### config.mk
export PLATFORM = sky130hd
export DESIGN_NAME = mem_bus_arbiter
export DESIGN_NICKNAME = d
export VERILOG_FILES = /design/src/rtl/mem_bus_arbiter_pkg.sv /design/src/rtl/mem_bus_arbiter_rr_arbiter.sv /design/src/rtl/mem_bus_arbiter.sv
export VERILOG_INCLUDE_DIRS = /design/src /design/src/rtl
export SDC_FILE = /design/constraint.sdc
export NUM_CORES = 1
export LEC_CHECK = 0
export CAP_MARGIN = 20
export CORE_MARGIN = 10
export CORE_UTILIZATION = 42
export DETAILED_ROUTE_END_ITERATION = 8
export PLACE_DENSITY = 0.87
export SETUP_SLACK_MARGIN = 0.2
export SLEW_MARGIN = 40
export SYNTH_ARGS = -nofsm -noshare
export SYNTH_HDL_FRONTEND = slang
export SYNTH_SLANG_ARGS = --single-unit
### constraint.sdc
create_clock -name clk -period 7 [get_ports clk]
set_clock_uncertainty 0.1 [all_clocks]
set_input_delay 1.75 -clock clk [delete_from_list [all_inputs] [get_ports clk]]
set_output_delay 1.75 -clock clk [all_outputs]
set_load 0.02 [all_outputs]
### src/rtl/consts.sv
// Shared C2 memory-bus constants: command codes and bus widths.
`ifndef MEM_BUS_CONSTS_SV
`define MEM_BUS_CONSTS_SV

`define CTR2_BUS_SIZE  2
`define ADDR2_BUS_SIZE 32
`define DATA2_BUS_SIZE 16
`define MEM_LINE_SIZE  128

`define C2_NOP        2'b00
`define C2_READ_LINE  2'b01
`define C2_WRITE_LINE 2'b10
`define C2_RESPONSE   2'b11

`endif

### src/rtl/mem_bus_arbiter_pkg.sv
// Typed view of the shared C2 bus constants plus the arbiter state encoding.
`include "consts.sv"

package mem_bus_arbiter_pkg;

   localparam int CTR2_W  = `CTR2_BUS_SIZE;
   localparam int ADDR2_W = `ADDR2_BUS_SIZE;
   localparam int DATA2_W = `DATA2_BUS_SIZE;
   localparam int LINE_W  = `MEM_LINE_SIZE;

   localparam logic [CTR2_W-1:0] C2_NOP        = `C2_NOP;
   localparam logic [CTR2_W-1:0] C2_READ_LINE  = `C2_READ_LINE;
   localparam logic [CTR2_W-1:0] C2_WRITE_LINE = `C2_WRITE_LINE;
   localparam logic [CTR2_W-1:0] C2_RESPONSE   = `C2_RESPONSE;

   typedef enum logic [2:0] {
      ST_IDLE     = 3'd0,
      ST_CMD      = 3'd1,
      ST_WDATA    = 3'd2,
      ST_WAIT_RSP = 3'd3,
      ST_RDATA    = 3'd4,
      ST_TURN     = 3'd5
   } arb_state_e;

   // Only whole-line reads and writes may be issued by a requester.
   function automatic logic is_line_cmd(input logic [CTR2_W-1:0] cmd);
      return (cmd == C2_READ_LINE) || (cmd == C2_WRITE_LINE);
   endfunction

endpackage

### src/rtl/mem_bus_arbiter_rr_arbiter.sv
// Combinational round-robin pick: first requester at or after ptr wins.
module rr_arbiter #(
   parameter int N_REQ = 2,
   parameter int PW    = (N_REQ > 1) ? $clog2(N_REQ) : 1
) (
   input  logic [N_REQ-1:0] req,
   input  logic [PW-1:0]    ptr,
   output logic [N_REQ-1:0] gnt,
   output logic [PW-1:0]    gnt_idx,
   output logic             any
);

   function automatic int wrap_idx(input int p, input int i);
      return (p + i) % N_REQ;
   endfunction

   always_comb begin
      gnt     = '0;
      gnt_idx = '0;
      any     = 1'b0;
      for (int i = 0; i < N_REQ; i++) begin
         if (!any && req[wrap_idx(int'(ptr), i)]) begin
            gnt[wrap_idx(int'(ptr), i)] = 1'b1;
            gnt_idx = PW'(wrap_idx(int'(ptr), i));
            any     = 1'b1;
         end
      end
   end

endmodule

### src/rtl/mem_bus_arbiter.sv
// Round-robin arbiter granting N_REQ caches exclusive use of the C2 line bus.
module mem_bus_arbiter
   import mem_bus_arbiter_pkg::*;
#(
   parameter int N_REQ   = 2,
   parameter int BEATS   = LINE_W / DATA2_W,
   parameter int TIMEOUT = 255
) (
   input  logic                      clk,
   input  logic                      reset,
   input  logic [N_REQ-1:0]          req_valid,
   input  logic [N_REQ*CTR2_W-1:0]   req_cmd,
   input  logic [N_REQ*ADDR2_W-1:0]  req_addr,
   input  logic [N_REQ*DATA2_W-1:0]  req_wdata,
   output logic [N_REQ-1:0]          req_ready,
   output logic [N_REQ-1:0]          wdata_ready,
   output logic [N_REQ-1:0]          rsp_valid,
   output logic [DATA2_W-1:0]        rsp_data,
   output logic                      rsp_last,
   output logic                      rsp_err,
   output logic [N_REQ-1:0]          grant,
   output logic [ADDR2_W-1:0]        a2_out,
   output logic [CTR2_W-1:0]         c2_out,
   output logic                      c2_oe,
   output logic [DATA2_W-1:0]        d2_out,
   output logic                      d2_oe,
   input  logic [CTR2_W-1:0]         c2_in,
   input  logic [DATA2_W-1:0]        d2_in,
   output arb_state_e                dbg_state
);

   localparam int PW = (N_REQ > 1) ? $clog2(N_REQ) : 1;
   localparam int BW = (BEATS > 1) ? $clog2(BEATS) : 1;
   localparam int TW = $clog2(TIMEOUT + 1);

   arb_state_e         state_q, state_d;
   logic [PW-1:0]      ptr_q, ptr_d;
   logic [N_REQ-1:0]   owner_q, owner_d;
   logic [PW-1:0]      owner_idx_q, owner_idx_d;
   logic [CTR2_W-1:0]  cmd_q, cmd_d;
   logic [ADDR2_W-1:0] addr_q, addr_d;
   logic [BW-1:0]      beat_q, beat_d;
   logic [TW-1:0]      wait_q, wait_d;

   logic [N_REQ-1:0]   arb_req;
   logic [N_REQ-1:0]   win_gnt;
   logic [PW-1:0]      win_idx;
   logic               win_any;
   logic [CTR2_W-1:0]  win_cmd;
   logic [ADDR2_W-1:0] win_addr;
   logic [DATA2_W-1:0] owner_wdata;
   logic               last_beat;

   // Requests are masked while reset is held so every output reads zero.
   assign arb_req = reset ? '0 : req_valid;

   rr_arbiter #(.N_REQ(N_REQ), .PW(PW)) u_rr (
      .req     (arb_req),
      .ptr     (ptr_q),
      .gnt     (win_gnt),
      .gnt_idx (win_idx),
      .any     (win_any)
   );

   assign win_cmd     = req_cmd[int'(win_idx)*CTR2_W +: CTR2_W];
   assign win_addr    = req_addr[int'(win_idx)*ADDR2_W +: ADDR2_W];
   assign owner_wdata = req_wdata[int'(owner_idx_q)*DATA2_W +: DATA2_W];
   assign last_beat   = (beat_q == BW'(BEATS - 1));
   assign dbg_state   = state_q;

   always_ff @(posedge clk or posedge reset) begin
      if (reset) begin
         state_q     <= ST_IDLE;
         ptr_q       <= '0;
         owner_q     <= '0;
         owner_idx_q <= '0;
         cmd_q       <= C2_NOP;
         addr_q      <= '0;
         beat_q      <= '0;
         wait_q      <= '0;
      end else begin
         state_q     <= state_d;
         ptr_q       <= ptr_d;
         owner_q     <= owner_d;
         owner_idx_q <= owner_idx_d;
         cmd_q       <= cmd_d;
         addr_q      <= addr_d;
         beat_q      <= beat_d;
         wait_q      <= wait_d;
      end
   end

   always_comb begin
      state_d     = state_q;
      ptr_d       = ptr_q;
      owner_d     = owner_q;
      owner_idx_d = owner_idx_q;
      cmd_d       = cmd_q;
      addr_d      = addr_q;
      beat_d      = beat_q;
      wait_d      = wait_q;
      req_ready   = '0;
      wdata_ready = '0;
      rsp_valid   = '0;
      rsp_data    = '0;
      rsp_last    = 1'b0;
      rsp_err     = 1'b0;
      grant       = '0;
      a2_out      = '0;
      c2_out      = C2_NOP;
      c2_oe       = 1'b0;
      d2_out      = '0;
      d2_oe       = 1'b0;

      case (state_q)
         ST_IDLE: begin
            if (win_any) begin
               req_ready = win_gnt;
               ptr_d     = (win_idx == PW'(N_REQ - 1)) ? '0 : win_idx + PW'(1);
               if (is_line_cmd(win_cmd)) begin
                  grant       = win_gnt;
                  owner_d     = win_gnt;
                  owner_idx_d = win_idx;
                  cmd_d       = win_cmd;
                  addr_d      = win_addr;
                  state_d     = ST_CMD;
               end else begin
                  // Rejected in place: the bus is never touched.
                  rsp_valid = win_gnt;
                  rsp_last  = 1'b1;
                  rsp_err   = 1'b1;
               end
            end
         end

         ST_CMD: begin
            grant   = owner_q;
            c2_oe   = 1'b1;
            c2_out  = cmd_q;
            a2_out  = addr_q;
            beat_d  = '0;
            wait_d  = '0;
            state_d = (cmd_q == C2_WRITE_LINE) ? ST_WDATA : ST_WAIT_RSP;
         end

         ST_WDATA: begin
            grant       = owner_q;
            c2_oe       = 1'b1;
            c2_out      = C2_WRITE_LINE;
            a2_out      = addr_q;
            d2_oe       = 1'b1;
            d2_out      = owner_wdata;
            wdata_ready = owner_q;
            if (last_beat) begin
               beat_d  = '0;
               state_d = ST_WAIT_RSP;
            end else begin
               beat_d = beat_q + BW'(1);
            end
         end

         ST_WAIT_RSP: begin
            grant = owner_q;
            if (c2_in == C2_RESPONSE) begin
               rsp_valid = owner_q;
               if (cmd_q == C2_READ_LINE) begin
                  // Beat 0 arrives together with the response code.
                  rsp_data = d2_in;
                  rsp_last = last_beat;
                  beat_d   = last_beat ? '0 : beat_q + BW'(1);
                  state_d  = last_beat ? ST_TURN : ST_RDATA;
               end else begin
                  rsp_last = 1'b1;
                  state_d  = ST_TURN;
               end
            end else if (wait_q == TW'(TIMEOUT)) begin
               rsp_valid = owner_q;
               rsp_last  = 1'b1;
               rsp_err   = 1'b1;
               state_d   = ST_TURN;
            end else begin
               wait_d = wait_q + TW'(1);
            end
         end

         ST_RDATA: begin
            grant     = owner_q;
            rsp_valid = owner_q;
            rsp_data  = d2_in;
            rsp_last  = last_beat;
            if (last_beat) begin
               beat_d  = '0;
               state_d = ST_TURN;
            end else begin
               beat_d = beat_q + BW'(1);
            end
         end

         ST_TURN: begin
            owner_d = '0;
            wait_d  = '0;
            beat_d  = '0;
            state_d = ST_IDLE;
         end

         default: state_d = ST_IDLE;
      endcase
   end

endmodule

==> results.cfg <==
[cells_and_area]
nets = 657
n_antenna_cell = 0
seqCellArea_mm2 = 0.00130
syn_to_final_growth_pct = 63.1
drive_gt1_share_pct = 17.4
fillCellCount = 623
finalNonFillerCells = 638
design_area_mm2 = 0.00577
multi_input_area_mm2 = 0.00211

[critical_path]
worstPathArrival_ns = 4.02
critPathCaptureType = output port
criticalPathCategory = in -> out
worstPathMaxFanout = 5
r2r_setup_slack_ns = 4.68
worstPathRequired_ns = 5.15
start_kind = input port

[sta]
slew_viol_final = 0
tns_ns = 0
timing.final.crit_period_ns = 5.87
fmax_ghz = 0.170
finalCritPeriodShare_pct = 83.8
setup_viol = 0
holdWs_ns = 0.407
relSlewSlack_pct = 55.9
hold_viol = 0
rsz0062_at_grt = false
worst_slew_pin_slew_ns = 0.661

[clock_network]
h-tree-depth = 2
clockBufferDepth = 2
cts_root_buffer = clkbuf_8
post_cts_buffers = 0
cts_resized = 0
cts_tree = done
cts_made_buffers = 5
clkTransAtPathRegs_ns = 0.09
numClockSinks = 52
hold_buffers = 0
clock_latency_ns = 0.31

[synth]
synth_cell_type_count = 48
syn_area_per_cell_um2 = 10.5
synth-xor-area-share_pct = 0.990
muxShareOfSynthArea_pct = 30.2
synth_top_cell_by_area = dfrtp_1
yosysSeqAreaShare_pct = 36.8
synth_edf_count = 0
synthTopCellsByArea = dfrtp_1, mux2_2, mux2_4, and2_1, mux2i_1
synthArstFlopShare_pct = 100
synth_fp_nets = 461
yosys.area_share.simple_pct = 20.6
synth-main-ff-cell = dfrtp_1
synthCells = 336
synth_area_mm2 = 0.00354
synth_top_family_by_area = multiplexers
synth_compound_area_share_pct = 6.86
synth_common_cells = dfrtp_1, and2_1, mux2_2
synth_adder_area_share_pct = 1.06
yosysWarnings = 0
synth.most_common_cell = dfrtp_1
ys_ff_latch = 52
yosysTopAreaCellShare_pct = 36.8

[power_and_ir_drop]
vdd_drop_max_mv = 0.203
powerDensity_mw_per_mm2 = 350
intPower_mw = 1.23
power_leakage_nw = 2.46
p_switching_mw = 0.791
p_sw_share_pct = 39.2
p_comb_share_pct = 61.6
power_frac_clock_pct = 12.2
finalPower_mw = 2.02
pwr-share-seq_pct = 26.3

[grt]
grt_antenna_before_repair = 0
grt-busiest-layer = met2
grt_pass1_vias = 3519
met3_usage_pct = 8.27
grt_pass1_wl_um = 19100
grt_use_total_pct = 18.3
grt_max_degree = 53
grt_use_met1_pct = 20.3
grt_overflow = 0
grt_use_met2_pct = 30.8

[die]
rows = 33
start_util_pct = 43.0
core_mm2 = 0.00822
die_x_um = 112
fp.dieArea_mm2 = 0.0125
io_pins = 203
die_h_um = 112

[placed_design]
port_buffers = 202
placed_area_mm2 = 0.00563
hpwlAfterDp_um = 9760
routabilityCongestion = 0.810
dp.cells = 630

[detailed_routing]
drt-initial-drc-count = 76
antenna_left = 0
route.detailed.drc = 0
first_pass_iters = 4
vias = 3257
totalWireLength_um = 11800
wl_per_cell_um = 18.5
vias_per_cell = 5.11

[run_status]
outcome = finished, final reports clean

[hold_path]
hold_path_class = reg -> reg

[job]
cap_violations = 0
## stage by stage
step	worst slack (ns)	util, %
floorplan	1.48	-
CTS	1.11	70.2
finish	1.13	70.2
global route	0.982	70.2
detailed placement	1.11	68.5
global placement	1.21	68.5
## final timing paths
path / cells after the start / startpoint / endpoint
worst min-delay path: 1 / addr_q[22]$_DFFE_PP0P_ / addr_q[22]$_DFFE_PP0P_
worst max-delay path: 6 / reset / rsp_valid[0]
worst min register to register: 1 / addr_q[22]$_DFFE_PP0P_ / addr_q[22]$_DFFE_PP0P_
min in group asynchronous: 3 / reset / addr_q[26]$_DFFE_PP0P_
max in group asynchronous: 3 / reset / owner_idx_q$_DFFE_PP0P_
worst max register to register: 5 / dbg_state[2]$_DFFE_PP0P_ / addr_q[14]$_DFFE_PP0P_
## per-layer routing
metal,up-vias,wire length [um]
met5,-,0
met4,0,224
met3,14,1270
met2,153,5710
met1,1520,4620
li1,1570,-
## worst max-delay path, stage by stage
cell,delay [ns]
clkdlybuf4s50_1,0.52
nor2b_1,0.37
nand3_1,0.22
a21oi_1,0.36
a22o_1,0.19
clkdlybuf4s50_1,0.61
## power by group through the flow
stage                     clock (mW)  sequential [mW]  combinational [mW]
after CTS                      0.254            0.530                1.26
after floorplan                    0            0.491               0.759
final                          0.245            0.531                1.24
after detailed placement           0            0.533                1.26
after global placement             0            0.527                1.23
after global routing           0.264            0.553                1.34
## registers in the layout (all words and copies together) (netlist names)
register and flops:
ptr_q 1, wait_q 8, addr_q 32, cmd_q 2, owner_q 2, dbg_state 3
beat_q 3, owner_idx_q 1
## final cells by class
| type | instances | share of cell area [%] |
|---|---|---|
| multi-input cells | 259 | 36.6 |
| repair buffers | 207 | 35.7 |
| flip-flops and latches | 52 | 22.6 |
| well taps | 105 | 2.28 |
| clock buffers | 5 | 1.19 |
| clock inverters | 3 | 1.19 |
| inverters | 7 | 0.455 |
## cells in the final DEF (no fill, tap or decap), drive strengths merged, types with 3 or more instances in the layout
| cell | synthesis | layout |
|---|---|---|
| clkdlybuf4s50 | 0 | 202 |
| mux2 | 66 | 66 |
| dfrtp | 52 | 52 |
| and2 | 50 | 50 |
| mux2i | 23 | 23 |
| nor2 | 20 | 20 |
| nand2 | 19 | 19 |
| a21oi | 12 | 12 |
| nand3 | 8 | 8 |
| inv | 7 | 8 |
| nor3 | 6 | 6 |
| clkbuf | 8 | 5 |
| buf | 10 | 5 |
| o21ai | 5 | 5 |
| nand2b | 4 | 4 |
| xnor2 | 4 | 4 |
| nor2b | 3 | 3 |
| nand4 | 3 | 3 |
| o31ai | 3 | 3 |
| a31oi | 3 | 3 |
| a21o | 3 | 3 |
| ha | 3 | 3 |
| or3 | 3 | 3 |
## kinds of logic after synthesis
logic type      count (synthesis)
simple gates                  126
mux                            89
flops                          52
compound gates                 37
buf+inv                        25
xor+xnor                        4
fa+ha+maj                       3
(Power assumes the default switching activity.)
